File: config.mk
export PLATFORM = sky130hd
export DESIGN_NAME = sort_stream_collector
export DESIGN_NICKNAME = d
export VERILOG_FILES = /design/src/rtl/sort_stream_collector.sv
export SDC_FILE = /design/constraint.sdc
export NUM_CORES = 1
export LEC_CHECK = 0
export ABC_AREA = 1
export CELL_PAD_IN_SITES_DETAIL_PLACEMENT = 0
export CELL_PAD_IN_SITES_GLOBAL_PLACEMENT = 1
export CORE_MARGIN = 1.5
export CORE_UTILIZATION = 36
export CTS_CLUSTER_SIZE = 20
export DETAILED_ROUTE_END_ITERATION = 8
export PLACE_DENSITY_LB_ADDON = 0.1
export SYNTH_ARGS = -nofsm -noshare
export SYNTH_HDL_FRONTEND = slang
export SYNTH_SLANG_ARGS = --single-unit
File: constraint.sdc
create_clock -name clk -period 2.2 [get_ports clk]
set_clock_uncertainty 0.05 [all_clocks]
set_input_delay 0.22 -clock clk [delete_from_list [all_inputs] [get_ports clk]]
set_output_delay 0.22 -clock clk [all_outputs]
set_load 0.02 [all_outputs]
File: src/rtl/sort_stream_collector.sv
// Receives the sorter's serial output stream, repacks it MSB-first and
// flags ordering and length faults; result is held under a valid/ack handshake.
module sort_stream_collector #(
    parameter int DATA_W   = 8,
    parameter int NUM_ELEM = 8,
    parameter int CNT_W    = $clog2(NUM_ELEM + 1)
) (
    input  logic                       clk,
    input  logic                       rst_n,
    input  logic [DATA_W-1:0]          data_i,
    input  logic                       wr_en_i,
    input  logic                       last_i,
    output logic [NUM_ELEM*DATA_W-1:0] word_o,
    output logic                       valid_o,
    input  logic                       ack_i,
    output logic [CNT_W-1:0]           count_o,
    output logic                       order_err_o,
    output logic                       len_err_o,
    output logic                       drop_o,
    output logic                       busy_o
);

    localparam int WORD_W = NUM_ELEM * DATA_W;

    typedef enum logic [1:0] {
        IDLE,
        COLLECT,
        HOLD
    } state_t;

    state_t              state_q, state_d;
    logic [WORD_W-1:0]   word_q, word_d;
    logic [CNT_W-1:0]    count_q, count_d;
    logic [DATA_W-1:0]   prev_q, prev_d;
    logic                valid_q, valid_d;
    logic                order_err_q, order_err_d;
    logic                len_err_q, len_err_d;
    logic                drop_q, drop_d;
    logic                busy_q, busy_d;
    logic                room;

    assign room = (count_q < CNT_W'(NUM_ELEM));

    always_comb begin
        state_d     = state_q;
        word_d      = word_q;
        count_d     = count_q;
        prev_d      = prev_q;
        order_err_d = order_err_q;
        len_err_d   = len_err_q;
        drop_d      = 1'b0;
        unique case (state_q)
            IDLE: begin
                if (wr_en_i) begin
                    word_d                      = '0;
                    word_d[WORD_W-1 -: DATA_W]  = data_i;
                    count_d                     = CNT_W'(1);
                    prev_d                      = data_i;
                    order_err_d                 = 1'b0;
                    len_err_d                   = last_i && (NUM_ELEM != 1);
                    state_d                     = last_i ? HOLD : COLLECT;
                end
            end
            COLLECT: begin
                if (wr_en_i) begin
                    if (room) begin
                        for (int i = 0; i < NUM_ELEM; i++) begin
                            if (count_q == CNT_W'(i))
                                word_d[WORD_W-1-i*DATA_W -: DATA_W] = data_i;
                        end
                        count_d = count_q + CNT_W'(1);
                        prev_d  = data_i;
                        if (data_i < prev_q)
                            order_err_d = 1'b1;
                    end else begin
                        // frame overran: count saturates, beat is lost
                        drop_d    = 1'b1;
                        len_err_d = 1'b1;
                    end
                    if (last_i) begin
                        state_d = HOLD;
                        if (count_d != CNT_W'(NUM_ELEM))
                            len_err_d = 1'b1;
                    end
                end
            end
            HOLD: begin
                if (wr_en_i)
                    drop_d = 1'b1;
                if (ack_i)
                    state_d = IDLE;
            end
            default: state_d = IDLE;
        endcase
        valid_d = (state_d == HOLD);
        busy_d  = (state_d == COLLECT);
    end

    always_ff @(posedge clk) begin
        if (!rst_n) begin
            state_q     <= IDLE;
            word_q      <= '0;
            count_q     <= '0;
            prev_q      <= '0;
            valid_q     <= 1'b0;
            order_err_q <= 1'b0;
            len_err_q   <= 1'b0;
            drop_q      <= 1'b0;
            busy_q      <= 1'b0;
        end else begin
            state_q     <= state_d;
            word_q      <= word_d;
            count_q     <= count_d;
            prev_q      <= prev_d;
            valid_q     <= valid_d;
            order_err_q <= order_err_d;
            len_err_q   <= len_err_d;
            drop_q      <= drop_d;
            busy_q      <= busy_d;
        end
    end

    assign word_o      = word_q;
    assign valid_o     = valid_q;
    assign count_o     = count_q;
    assign order_err_o = order_err_q;
    assign len_err_o   = len_err_q;
    assign drop_o      = drop_q;
    assign busy_o      = busy_q;

endmodule
==> run metrics <==
status=complete, no violations; cell-internal power=2.47 mW; power after layout=3.62 mW; final design instance area without fill=4440 um^2; final weighted congestion of routability-driven global placement=0.820; critical path required time=2.43 ns; clock share of power=0.279; number of design rule violations left after detail routing=0; total power per unit cell area=817 nW/um^2; number of antenna diodes=0; number of flops mapped to enable cells by yosys=0; via/cell ratio=4.89; Util after Layout=0.485; initial standard-cell utilization of the core=0.368; maximum ir drop on the vdd rail=0.446 mV; post-synthesis net count=421; data arrival time at the worst-slack endpoint=2.13 ns; number of routed nets with antenna violations=0; aggregate global routing overflow=0; vias in the first global route=2,854; final cell count without fillers=591; Post-synth top flop=sky130_fd_sc_hd__dfxtp_1; most common cell after layout, fill and taps aside=sky130_fd_sc_hd__clkdlybuf4s50_1; Max clock buf depth=2; clk slew on worst S/H paths=0.09 ns; global routing usage summed across all routing layers=0.185; total detailed-routing wirelength=8850 um; layout overhead on the synthesized area=31.7%; total count of hold-check failures in the final report=0; core region area=9150 um^2; startpoint type of the worst setup path=flop; count of pins over their slew limit=0; first-pass GRT wire length=14,200 um; area share of the leading cell type in the synthesized netlist=0.493; DR vias=2,892; kind of cell with the highest combined delay on the critical path=simple AND/OR/NAND/NOR gates; count of yosys warnings during synthesis=0; final setup slack of the worst path=0.301 ns; cells along the critical path=inv_1, ha_1, nand2_2, nand3_4, buf_4, nor2_8, o21ai_0, a21oi_1; Cells after DPL=575; Tcrit/Tclk final=0.863; HPWL reported at the end of detailed placement=6070 um; Sink Count=83; setup repair after global routing missed its margin=no; maximum capacitance violations=0; syn_area_per_cell=8.57 um^2; number of top-level design ports=86; average wire per cell in the routed design=15.0 um; clock tree from TritonCTS=yes; library cell contributing the largest single delay on the critical path=sky130_fd_sc_hd__dfxtp_1; number of instances resized during post-cts repair=0; CTS Hold Bufs=0; Post-Place Setup Slack=0.321 ns; leakage power=1.73 nW; overall die area=9950 um^2; slowest cell delay on critical path=0.39 ns; CP Buf/Inv Count=2; DRC violation total after the first TritonRoute iteration=92; minimum hold slack=0.214 ns; Syn Std Cell Area=3370 um^2; crit path kind=reg2reg; share of final-layout standard cells stronger than drive strength 1=0.0875; Final Net Count=503; highest-count cells in the layout ignoring fill and taps=sky130_fd_sc_hd__clkdlybuf4s50_1, sky130_fd_sc_hd__dfxtp_1, sky130_fd_sc_hd__a21oi_1; maximum level of the CTS H-tree=3; proportion of power drawn by combinational gates=0.245; sequential fraction of the synthesis area=0.493; switching power total=1.16 mW; total negative setup slack=0 ns; total iterations of the first detailed-routing run=4; ranking of synthesized cells by area=sky130_fd_sc_hd__dfxtp_1, sky130_fd_sc_hd__a21oi_1, sky130_fd_sc_hd__o21ai_0; Critical Path Sink Type=flop; worst slew slack as a fraction of its limit=0.671; count of input and output buffers=85; number of clock buffers inserted by TritonCTS=9; Syn Inst Count=393; vertical die dimension=99.7 um; clock latency reported for the late side of the worst-skew pair=0.35 ns; Period minus WS final=1.90 ns; Placement Cell Area=4260 um^2; count of final setup violators=0; Max FO, Critical Path=16; standard-cell row count=35; actual slew at the worst max-slew pin=0.492 ns; number of antenna violations at the first check in global routing=0; switching fraction of total power=0.319; # Post-CTS Setup Buffers=0; pin count of the biggest net entering global routing=35; DIE WIDTH=99.7 um; path type of the worst min-delay path=in2reg; post-synth cell types=29; timing-limited maximum frequency=527 MHz; largest area contributor in the synthesized netlist=sky130_fd_sc_hd__dfxtp_1; synthesized flop and latch total=83; CTS Root Buffer Type=sky130_fd_sc_hd__clkbuf_8; proportion of register bits with asynchronous set or reset after synthesis=0; part of the total power dissipated in sequential elements=0.476
==> power by group through the flow <==
stage / combinational, mW / clock (mW) / sequential, mW
2_1_floorplan: 0.388 / 0 / 1.91
3_3_place_gp: 0.886 / 0 / 1.76
3_5_place_dp: 0.893 / 0 / 1.76
4_1_cts: 0.896 / 1.05 / 1.73
5_1_grt: 0.975 / 1.12 / 1.75
6_report: 0.888 / 1.01 / 1.72
==> cell families (layout without fill, tap and decap cells) <==
| kind of cell | Yosys count | count (layout) | share of synthesized area |
|---|---|---|---|
| simple gates | 86 | 86 | 0.128 |
| compound gates | 155 | 155 | 0.238 |
| buf+inv | 52 | 139 | 0.0798 |
| flops | 83 | 83 | 0.493 |
| xor+xnor | 2 | 2 | 0.00520 |
| fa+ha+maj | 15 | 15 | 0.0557 |
==> synth_stat cells (2+ instances only) <==
cell,n
sky130_fd_sc_hd__buf_6,2
sky130_fd_sc_hd__inv_2,6
sky130_fd_sc_hd__xor2_1,2
sky130_fd_sc_hd__a21oi_1,80
sky130_fd_sc_hd__dfxtp_1,83
sky130_fd_sc_hd__buf_4,8
sky130_fd_sc_hd__ha_1,15
sky130_fd_sc_hd__clkbuf_1,8
sky130_fd_sc_hd__nor3_1,2
sky130_fd_sc_hd__inv_1,24
sky130_fd_sc_hd__a221oi_1,2
sky130_fd_sc_hd__nor2_8,3
sky130_fd_sc_hd__nor2_1,13
sky130_fd_sc_hd__nand2_1,55
sky130_fd_sc_hd__nand3_1,6
sky130_fd_sc_hd__buf_8,2
sky130_fd_sc_hd__o21ai_2,4
sky130_fd_sc_hd__o21ai_0,67
==> flip-flops by register name, indices dropped and copies added, names as in the netlist <==
name	cells
drop_o	1
order_err_o	1
word_o	64
valid_o	1
prev_q	8
busy_o	1
len_err_o	1
state_q	2
count_o	4
==> area by class of cell <==
class / instances / area, um^2
flip-flops and latches: 83 / 1660
clock inverters: 5 / 37.5
clock buffers: 11 / 141
inverters: 31 / 121
repair buffers: 92 / 898
fillers: 903 / 4710
multi-input cells: 258 / 1440
well taps: 111 / 139
==> routing by layer <==
metal	global-route usage	wire [um]
met1	0.232	4290
met2	0.291	3920
met3	0.0794	551
met5	0	0
met4	0.0488	83
==> worst reg2reg max path, stage by stage (launching register included) <==
cell	delay (ns)
sky130_fd_sc_hd__dfxtp_1	0.39
sky130_fd_sc_hd__inv_1	0.08
sky130_fd_sc_hd__ha_1	0.27
sky130_fd_sc_hd__nand2_2	0.14
sky130_fd_sc_hd__nand3_4	0.18
sky130_fd_sc_hd__buf_4	0.23
sky130_fd_sc_hd__nor2_8	0.22
sky130_fd_sc_hd__o21ai_0	0.13
sky130_fd_sc_hd__a21oi_1	0.14
==> worst paths after layout <==
path	endpoint	slack, ns	startpoint	cells after the start
hold / removal	word_o[57]	0.21	rst_n	3
setup reg to reg	word_o[33]	0.30	state_q[1]	8
setup / recovery	word_o[33]	0.30	state_q[1]	8
hold reg to reg	word_o[63]	0.41	word_o[63]	2
Note: power is estimated with default switching activity, not from simulation.
